<file path="src/rtl/bus16_pkg.sv">
// bus16_pkg: shared register indices and constants for the 16-bit bus register bank
package bus16_pkg;
  localparam int REG_ID = 0;
  localparam int REG_STATUS = 1;
  localparam int REG_IRQ_MASK = 2;
  localparam int REG_CTRL0 = 3;
  localparam logic [15:0] RD_ERR_DATA = 16'hDEAD;
  localparam logic [15:0] DEFAULT_ID = 16'hB516;
endpackage

</file>
<file path="src/rtl/bus16_reg_bank_if.sv">
// bus16_reg_bank_if: bridge-to-register-bank bus; master is the UART bridge, slave the bank
interface bus16_reg_bank_if;
  logic bus_cs;
  logic bus_wr_rd_n;
  logic [15:0] bus_addr8;
  logic [15:0] bus_wr_data;
  logic [15:0] bus_rd_data;
  logic bus_rd_dv;
  logic bus_err;
  modport master (
    output bus_cs, bus_wr_rd_n, bus_addr8, bus_wr_data,
    input bus_rd_data, bus_rd_dv, bus_err
  );
  modport slave (
    input bus_cs, bus_wr_rd_n, bus_addr8, bus_wr_data,
    output bus_rd_data, bus_rd_dv, bus_err
  );
endinterface

</file>
<file path="src/rtl/bus16_rd_pipe.sv">
// bus16_rd_pipe: DEPTH-stage valid/data delay line; data stages hold 0 when not valid
module bus16_rd_pipe #(
  parameter int DEPTH = 2,
  parameter int W = 16
) (
  input logic i_Bus_Rst_L,
  input logic i_Bus_Clk,
  input logic in_valid,
  input logic [W-1:0] in_data,
  output logic out_valid,
  output logic [W-1:0] out_data
);
  logic [DEPTH-1:0] v;
  logic [DEPTH-1:0][W-1:0] d;
  always_ff @(posedge i_Bus_Clk or negedge i_Bus_Rst_L)
    if (!i_Bus_Rst_L) begin
      v <= '0;
      d <= '0;
    end else begin
      v[0] <= in_valid;
      d[0] <= in_valid ? in_data : '0;
      for (int k = 1; k < DEPTH; k++) begin
        v[k] <= v[k-1];
        d[k] <= d[k-1];
      end
    end
  assign out_valid = v[DEPTH-1];
  assign out_data = d[DEPTH-1];
endmodule

</file>
<file path="src/rtl/bus16_reg_bank.sv">
// bus16_reg_bank: register-bank bus slave (ID, sticky STATUS, IRQ_MASK, CTRL regs)
// REGBANK_STATUS_W1C_EN makes STATUS write-1-to-clear; otherwise STATUS is read-to-clear.
module bus16_reg_bank
  import bus16_pkg::*;
#(
  parameter int NUM_REGS = 8,
  parameter int RD_LATENCY = 2,
  parameter logic [15:0] BASE_ADDR = 16'h0000,
  parameter logic [15:0] ID_VALUE = DEFAULT_ID
) (
  input logic i_Bus_Rst_L,
  input logic i_Bus_Clk,
  bus16_reg_bank_if.slave bus,
  input logic [15:0] i_Status_Set,
  output logic [NUM_REGS*16-1:0] o_Ctrl_Regs,
  output logic [NUM_REGS-1:0] o_Wr_Strobe,
  output logic o_Irq
);
  localparam int IW = $clog2(NUM_REGS);
  logic cs_q, accept, legal, wr_hit, rd_acc, pipe_dv;
  logic [15:0] offset, status_q, status_clr, rd_val, pipe_data;
  logic [IW-1:0] idx;
  logic [NUM_REGS-1:0][15:0] regs;
  logic [NUM_REGS-1:2][15:0] rw_q;
  assign accept = bus.bus_cs & ~cs_q;
  assign offset = bus.bus_addr8 - BASE_ADDR;
  assign legal = ~offset[0] && offset < 16'(2 * NUM_REGS);
  assign idx = offset[IW:1];
  assign wr_hit = accept & bus.bus_wr_rd_n & legal;
  assign rd_acc = accept & ~bus.bus_wr_rd_n;
  assign rd_val = legal ? regs[idx] : RD_ERR_DATA;
`ifdef REGBANK_STATUS_W1C_EN
  assign status_clr = (wr_hit && idx == IW'(REG_STATUS)) ? bus.bus_wr_data : '0;
`else
  assign status_clr = (rd_acc && legal && idx == IW'(REG_STATUS)) ? '1 : '0;
`endif
  always_comb begin
    regs[REG_ID] = ID_VALUE;
    regs[REG_STATUS] = status_q;
    for (int k = REG_IRQ_MASK; k < NUM_REGS; k++) regs[k] = rw_q[k];
  end
  // set beats clear: the new events are OR-ed in after the clear mask
  always_ff @(posedge i_Bus_Clk or negedge i_Bus_Rst_L)
    if (!i_Bus_Rst_L) begin
      cs_q <= 1'b0;
      status_q <= '0;
      rw_q <= '0;
      o_Wr_Strobe <= '0;
      o_Irq <= 1'b0;
      bus.bus_err <= 1'b0;
    end else begin
      cs_q <= bus.bus_cs;
      status_q <= (status_q & ~status_clr) | i_Status_Set;
      for (int k = REG_IRQ_MASK; k < NUM_REGS; k++)
        if (wr_hit && idx == IW'(k)) rw_q[k] <= bus.bus_wr_data;
      o_Wr_Strobe <= wr_hit ? NUM_REGS'(1) << idx : '0;
      o_Irq <= |(status_q & rw_q[REG_IRQ_MASK]);
      bus.bus_err <= accept & ~legal;
    end
  bus16_rd_pipe #(.DEPTH(RD_LATENCY), .W(16)) u_rd_pipe (
    .i_Bus_Rst_L(i_Bus_Rst_L),
    .i_Bus_Clk(i_Bus_Clk),
    .in_valid(rd_acc),
    .in_data(rd_val),
    .out_valid(pipe_dv),
    .out_data(pipe_data)
  );
  assign bus.bus_rd_dv = pipe_dv;
  assign bus.bus_rd_data = pipe_data;
  assign o_Ctrl_Regs = regs;
endmodule

</file>
<file path="src/flat_wrapper.sv">
// flat-port wrapper written by rule: the top's interface ports become plain ports
module bus16_reg_bank_flat import bus16_pkg::*;
#(
  parameter int NUM_REGS = 8,
  parameter int RD_LATENCY = 2,
  parameter logic [15:0] BASE_ADDR = 16'h0000,
  parameter logic [15:0] ID_VALUE = DEFAULT_ID
)
  (i_Bus_Rst_L, i_Bus_Clk, i_Status_Set, o_Ctrl_Regs, o_Wr_Strobe, o_Irq, bus_bus_cs, bus_bus_wr_rd_n, bus_bus_addr8, bus_bus_wr_data, bus_bus_rd_data, bus_bus_rd_dv, bus_bus_err);
  bus16_reg_bank_if bus_i ();
  input logic i_Bus_Rst_L;
  input logic i_Bus_Clk;
  input logic [15:0] i_Status_Set;
  output logic [NUM_REGS*16-1:0] o_Ctrl_Regs;
  output logic [NUM_REGS-1:0] o_Wr_Strobe;
  output logic o_Irq;
  input wire logic [$bits(bus_i.bus_cs)-1:0] bus_bus_cs;
  input wire logic [$bits(bus_i.bus_wr_rd_n)-1:0] bus_bus_wr_rd_n;
  input wire logic [$bits(bus_i.bus_addr8)-1:0] bus_bus_addr8;
  input wire logic [$bits(bus_i.bus_wr_data)-1:0] bus_bus_wr_data;
  output wire logic [$bits(bus_i.bus_rd_data)-1:0] bus_bus_rd_data;
  output wire logic [$bits(bus_i.bus_rd_dv)-1:0] bus_bus_rd_dv;
  output wire logic [$bits(bus_i.bus_err)-1:0] bus_bus_err;
  assign bus_i.bus_cs = bus_bus_cs;
  assign bus_i.bus_wr_rd_n = bus_bus_wr_rd_n;
  assign bus_i.bus_addr8 = bus_bus_addr8;
  assign bus_i.bus_wr_data = bus_bus_wr_data;
  assign bus_bus_rd_data = bus_i.bus_rd_data;
  assign bus_bus_rd_dv = bus_i.bus_rd_dv;
  assign bus_bus_err = bus_i.bus_err;
  bus16_reg_bank #(.NUM_REGS(NUM_REGS), .RD_LATENCY(RD_LATENCY), .BASE_ADDR(BASE_ADDR), .ID_VALUE(ID_VALUE)) u_core (.i_Bus_Rst_L(i_Bus_Rst_L), .i_Bus_Clk(i_Bus_Clk), .bus(bus_i), .i_Status_Set(i_Status_Set), .o_Ctrl_Regs(o_Ctrl_Regs), .o_Wr_Strobe(o_Wr_Strobe), .o_Irq(o_Irq));
endmodule
</file>
<file path="config.mk">
export PLATFORM = sky130hd
export DESIGN_NAME = bus16_reg_bank_flat
export DESIGN_NICKNAME = d
export VERILOG_FILES = /design/src/rtl/bus16_pkg.sv /design/src/rtl/bus16_reg_bank_if.sv /design/src/rtl/bus16_rd_pipe.sv /design/src/rtl/bus16_reg_bank.sv /design/src/flat_wrapper.sv
export SDC_FILE = /design/constraint.sdc
export NUM_CORES = 1
export LEC_CHECK = 0
export ABC_AREA = 1
export CORE_ASPECT_RATIO = 1.2
export CORE_MARGIN = 10
export CORE_UTILIZATION = 40
export DETAILED_ROUTE_END_ITERATION = 12
export PLACE_DENSITY = 0.69
export SETUP_SLACK_MARGIN = 0.4
export SLEW_MARGIN = 5
export SYNTH_ARGS = -nofsm -noshare
export SYNTH_HDL_FRONTEND = slang
export SYNTH_SLANG_ARGS = --single-unit
</file>
<file path="constraint.sdc">
create_clock -name i_Bus_Clk -period 2.23 [get_ports i_Bus_Clk]
set_input_delay 0.223 -clock i_Bus_Clk [delete_from_list [all_inputs] [get_ports i_Bus_Clk]]
set_output_delay 0.223 -clock i_Bus_Clk [all_outputs]
set_load 0.02 [all_outputs]
</file>
After elaboration in Yosys (flattened, before gate mapping) --
Cells that the tools add are included. Widths: inputs -> output; s select.
Word-level totals: output and inout port bits 155, memories kept 0, bits of input ports 52, bits in latches 0, bits in read-only memories 0, word-level logic and storage cells 53, RAM bits 0, bits in registers 157
Operators by class: $lt $le $gt $ge 2, shifts and indexed selects 1, multiplexer cells 6, bitwise gates (word level) 13, divide/modulo/power cells 0, $mul 0, add/sub/neg operators 0, equality and inequality tests 7, reductions and logical operators 10
Operator list (number):
- $mux 16 | 4
- $bmux 16 s3 | 1
- $and 16x16->16 | 2
- $lt 16x5->1 const B | 1
- $not 16->16 | 1
- $or 16x16->16 | 1
- $reduce_or 16->1 | 1
- $eq 3x3->1 const B | 4
- $logic_and 1x1->1 | 9
- $mux 8 | 1
- $shl 1x3->8 const A | 1
- $eq 3x2->1 const B | 2
- $and 1x1->1 | 5
- $lt 3x4->1 const B | 1
- $not 1->1 | 4
- $eq 3x1->1 const B | 1

Logic depth before layout (Yosys ltp) --
depth after elaboration 9, mapped depth 12, mapped depth without buffers 9

Cells and area by module --
Synthesis repeated with hierarchy kept, for this count alone.
Second synthesis, totals: cells, all modules 879, area total of the unflattened synthesis 7226.9 sq um
Modules (own cells, without submodules):
- bus16_reg_bank | times used 1, cells an instance 795, area an instance 6092.1 sq um, sequential area each 3078.0 sq um
- bus16_rd_pipe | times used 1, cells an instance 84, area an instance 1134.8 sq um, sequential area each 850.8 sq um

Worst setup path before layout --
No wires, ideal clock.
path type input port to flip-flop, start input port bus_bus_addr8[1], end register u_core.rw_q (netlist bit u_core.o_Ctrl_Regs[102]), setup time 0.118 ns, arrival time 1.323 ns, path slack 0.789 ns, cell stages on the path 8, data required time 2.112 ns, buffers on the path 2, cells stage by stage buf_2 > inv_2 > nand2_2 > nor2_2 > nand4_2 > buf_2 > nand2_1 > nand2_1
Between the ends: word-level cells in the longest chain between the ends 4, elaborated cells between the ends (all ways) 5, classes of those cells 1 x order compare; 1 x eq/ne; 1 x bitwise; 2 x reduce/logical
Ends and longest elaborated chain:
- start, declared | RTL line flat_wrapper.sv:19 | input wire logic [$bits(bus_i.bus_addr8)-1:0] bus_bus_addr8;
- $lt 16x5->1 | RTL line bus16_reg_bank.sv:27 | assign legal = ~offset[0] && offset < 16'(2 * NUM_REGS);
- $logic_and 1x1->1 | RTL line bus16_reg_bank.sv:27
- $and 1x1->1 | RTL line bus16_reg_bank.sv:29 | assign wr_hit = accept & bus.bus_wr_rd_n & legal;
- $logic_and 1x1->1 * | RTL line bus16_reg_bank.sv:55 | if (wr_hit && idx == IW'(k)) rw_q[k] <= bus.bus_wr_data;
- end signal, assigned by index | RTL line bus16_reg_bank.sv:55
- end, declared | RTL line bus16_reg_bank.sv:24 | logic [NUM_REGS-1:2][15:0] rw_q;
Mark *: on every way between the ends. The rest lies on a longest branch, timed or not. A chain may end at the register's enable or synchronous reset.

Worst setup path after layout --
start register u_core.rw_q (netlist bit u_core.o_Ctrl_Regs[38]), end output port o_Ctrl_Regs[38]
RTL lines:
- end, declared | RTL line flat_wrapper.sv:14 | output logic [NUM_REGS*16-1:0] o_Ctrl_Regs;
No word-level cell between the ends.

==> summary.md <==
| Metric | Value |
|---|---|
| Fill count | `between 1,500 and 2,000` |
| Yosys warns | `0` |
| EDFF count, synth | `0` |
| DRT Wirelength | `approximately 26,000 um` |
| Die ar. | `around 24,000 um2` |
| CTS root buf | `clkbuf_16` |
| Die Wd | `about 140 um` |
| Post-synth top area share | `between 50 and 60%` |
| Total grt overflow | `0` |
| Fin area | `roughly 10,000 um2` |
| Max Freq | `around 570 MHz` |
| Core region area | `roughly 18,000 um2` |
| Maximum vdd ir drop | `approximately 460 uV` |
| Initial antenna violation count | `0` |
| RSZ-0062 raised after global routing | `no` |
| Clock Latency Late Sink | `roughly 0.43 ns` |
| Cell count after synthesis | `slightly above 900` |
| Detailed Routing Iterations Pass 1 | `5` |
| Leak | `about 5.3 nW` |
| Fin crit share | `a little under 80%` |
| CP Cell Sequence | `clkdlybuf4s50_1` |
| Crit path max fanout | `4` |
| CP required | `roughly 2.0 ns` |
| DRT iter0 DRCs | `554` |
| Clock Tree Buf Depth | `2` |
| Crit end category | `output pin` |
| IO Pins | `roughly 210` |
| Worst min-delay path category | `input pin to register` |
| H-tree depth | `4` |
| # clock sinks | `157` |
| Synth Register Bits | `~160` |
| Clock Pin Slew Worst Setup and Hold Paths | `0.07 ns` |
| Synth top area cells | `dfrtp_1 (53%), nand2_1 (20%), nand3_1 (9.8%)` |
| CP max stage delay | `0.65 ns` |
| Routed vias/inst | `5.125` |
| Mapped Area | `roughly 7400 um2` |
| Yosys cell types | `25` |
| Critical Path Start Type | `register` |
| Most instantiated library cell after synthesis | `nand2_1` |
| Final Hold Viols | `0` |
| Post-synth top flop | `dfrtp_1` |
| Arr. time, crit path | `approximately 1.5 ns` |
| Synth-to-Final Area Change | `36.48%` |
| Critical path's slowest cell | `clkdlybuf4s50_1` |
| Slew @ Worst Pin | `0.6109 ns` |
| Gpl congestion | `about 0.9` |
| Placed Area | `approximately 9400 um2` |
| Die height | `~170 um` |
| Min Tclk post-route | `about 1.8 ns` |
| Pre-CTS setup slack | `0.1665 ns` |
| Fin nets | `roughly 1,200` |
| Layout cell share with drive strength beyond 1 | `under 10%` |
| Setup_tns | `0 ns` |
| CTS tree | `yes` |
| DRC viols | `0` |
| First-pass GRT wire length | `a little under 40,000 um` |
| Rows | `54` |
| Post-CTS Setup Bufs | `0` |
| Worst setup margin | `between 0.4 and 0.5 ns` |
| Synth top cells by count | `nand2_1 (391), dfrtp_1 (157), nand3_1 (144)` |
| Outcome | `completed` |
| Ys async rst share | `100.0%` |
| Cts bufs inserted | `17` |
| Post-synthesis area per instance | `7.922 um2` |
| WHS | `0.3134 ns` |
| PortBufs | `190` |
| WS Path Type | `register to output pin` |
| Detailed Place HPWL | `about 18,000 um` |
| Crit-path leading delay family | `buffers and inverters` |
| Largest net degree at the start of global routing | `65` |
| Clk_skew | `~0.0072 ns` |
| Initial Utilization | `40.64%` |
| Fin. max-slew vios | `0` |
| Slew HR | `59.27%` |
| WP buf/inv | `1` |
| Routed via count | `roughly 7,000` |
| Routed WL per cell | `between 15 and 20 um` |
| Total GRT Usage | `a little over a fifth` |
| ANT nets after route | `0` |
| Final setup fails | `0` |
| Sequential fraction of the synthesis area | `a little over half` |
| Diode count | `0` |
| Biggest area consumer among synthesized cells | `dfrtp_1` |
| Vias in the first global route | `~6,600` |
| PD cells | `around 640 nW/um2` |
| Max_cap viols | `0` |
-- state kept, by name, summed over array words and instances (netlist names) --
signal / count
u_core.status_q: 16
u_core.bus.bus_err: 1
u_core.u_rd_pipe.out_data: 16
u_core.o_Ctrl_Regs: 96
u_core.o_Wr_Strobe: 8
u_core.cs_q: 1
u_core.u_rd_pipe.d: 16
u_core.u_rd_pipe.v: 2
u_core.o_Irq: 1
-- metal layers --
| layer | part of all wire (%) | wire length (um) | global-route usage, % |
|---|---|---|---|
| met1 | 40 | 10270 | 26.67 |
| met2 | 48 | 12450 | 33.88 |
| met3 | 9.1 | 2355 | 5.375 |
| met4 | 2.8 | 714 | 8.226 |
| met5 | 0 | 0 | 0 |
-- where the power goes --
| group | internal, W | switching [W] | leakage, nW |
|---|---|---|---|
| logic | 0.000155 | 0.000308 | 2.85 |
| clock network | 0.00191 | 0.00123 | 0.310 |
| registers | 0.00287 | 0.00000490 | 2.09 |
| total | 0.00493 | 0.00154 | 5.25 |
-- final cells by class --
class | instances | area, um2 | area share, %
Clock buffer | 18 | 439.2 | 4.372
Clock inverter | 14 | 191.4 | 1.906
Inverter | 61 | 229.0 | 2.280
Multi-Input combinational cell | 651 | 2805 | 27.93
Sequential cell | 157 | 3929 | 39.11
Tap cell | 224 | 280.3 | 2.790
Timing Repair Buffer | 221 | 2171 | 21.61
-- cell usage in the layout (no fill, tap or decap), types with 2 or more instances in the layout --
master / Yosys / layout
nor2_1: 49 / 49
dfrtp_1: 157 / 157
bufinv_16: 0 / 4
o21ai_0: 12 / 12
buf_12: 0 / 3
clkdlybuf4s50_1: 0 / 188
clkinv_4: 0 / 3
buf_4: 32 / 27
nand2_1: 391 / 391
a21oi_1: 5 / 5
clkbuf_16: 0 / 17
inv_1: 57 / 57
nor2_4: 7 / 7
clkinv_2: 0 / 4
nand4_2: 6 / 6
nand3_1: 144 / 144
conb_1: 2 / 16
inv_6: 0 / 2
nor2_2: 4 / 4
o22ai_1: 6 / 6
inv_2: 3 / 3
nand2_2: 4 / 4
nand4_1: 3 / 3
-- path summary, 6_finish.rpt --
| kind | start | end | slack (ns) | cells past startpoint |
|---|---|---|---|---|
| worst max-delay path | u_core.o_Ctrl_Regs[38]$_DFFE_PN0P_ | o_Ctrl_Regs[38] | 0.47 | 1 |
| worst min-delay path | i_Status_Set[2] | u_core.status_q[2]$_DFF_PN0_ | 0.31 | 3 |
| worst max register to register | u_core.cs_q$_DFF_PN0_ | u_core.o_Ctrl_Regs[91]$_DFFE_PN0P_ | 0.69 | 7 |
| worst min register to register | u_core.u_rd_pipe.v[0]$_DFF_PN0_ | u_core.u_rd_pipe.v[1]$_DFF_PN0_ | 0.35 | 0 |
| max in group asynchronous | i_Bus_Rst_L | u_core.o_Ctrl_Regs[82]$_DFFE_PN0P_ | 1.17 | 3 |
| min in group asynchronous | i_Bus_Rst_L | u_core.u_rd_pipe.out_data[7]$_DFF_PN0_ | 0.35 | 2 |
-- timing repair --
action | 4_1_cts | 5_1_grt
hold endpoints to repair | 61 | 0
hold buffers | 1 | 0
gates resized for setup | 0 | 0
-- metrics by stage --
stage / cells / total power [W] / util, %
floorplan: 943 / 0.003136 / -
global placement: 1313 / 0.003378 / 51.93
detailed placement: 1313 / 0.003382 / 51.93
CTS: 1346 / 0.006489 / 55.47
global route: 1346 / 0.006639 / 55.47
finish: 1346 / 0.006469 / 55.47
-- cells by family (layout without fill, tap and decap cells) --
kind of cell	after synthesis	after routing	synth area share (%)
AOI/OAI and AO/OA	24	24	1.785
buffers and inverters	135	314	9.215
DFF	157	157	53.38
other	2	16	0.1020
and+or+nand+nor	611	611	35.52
Power figures use the tool's default switching activity.
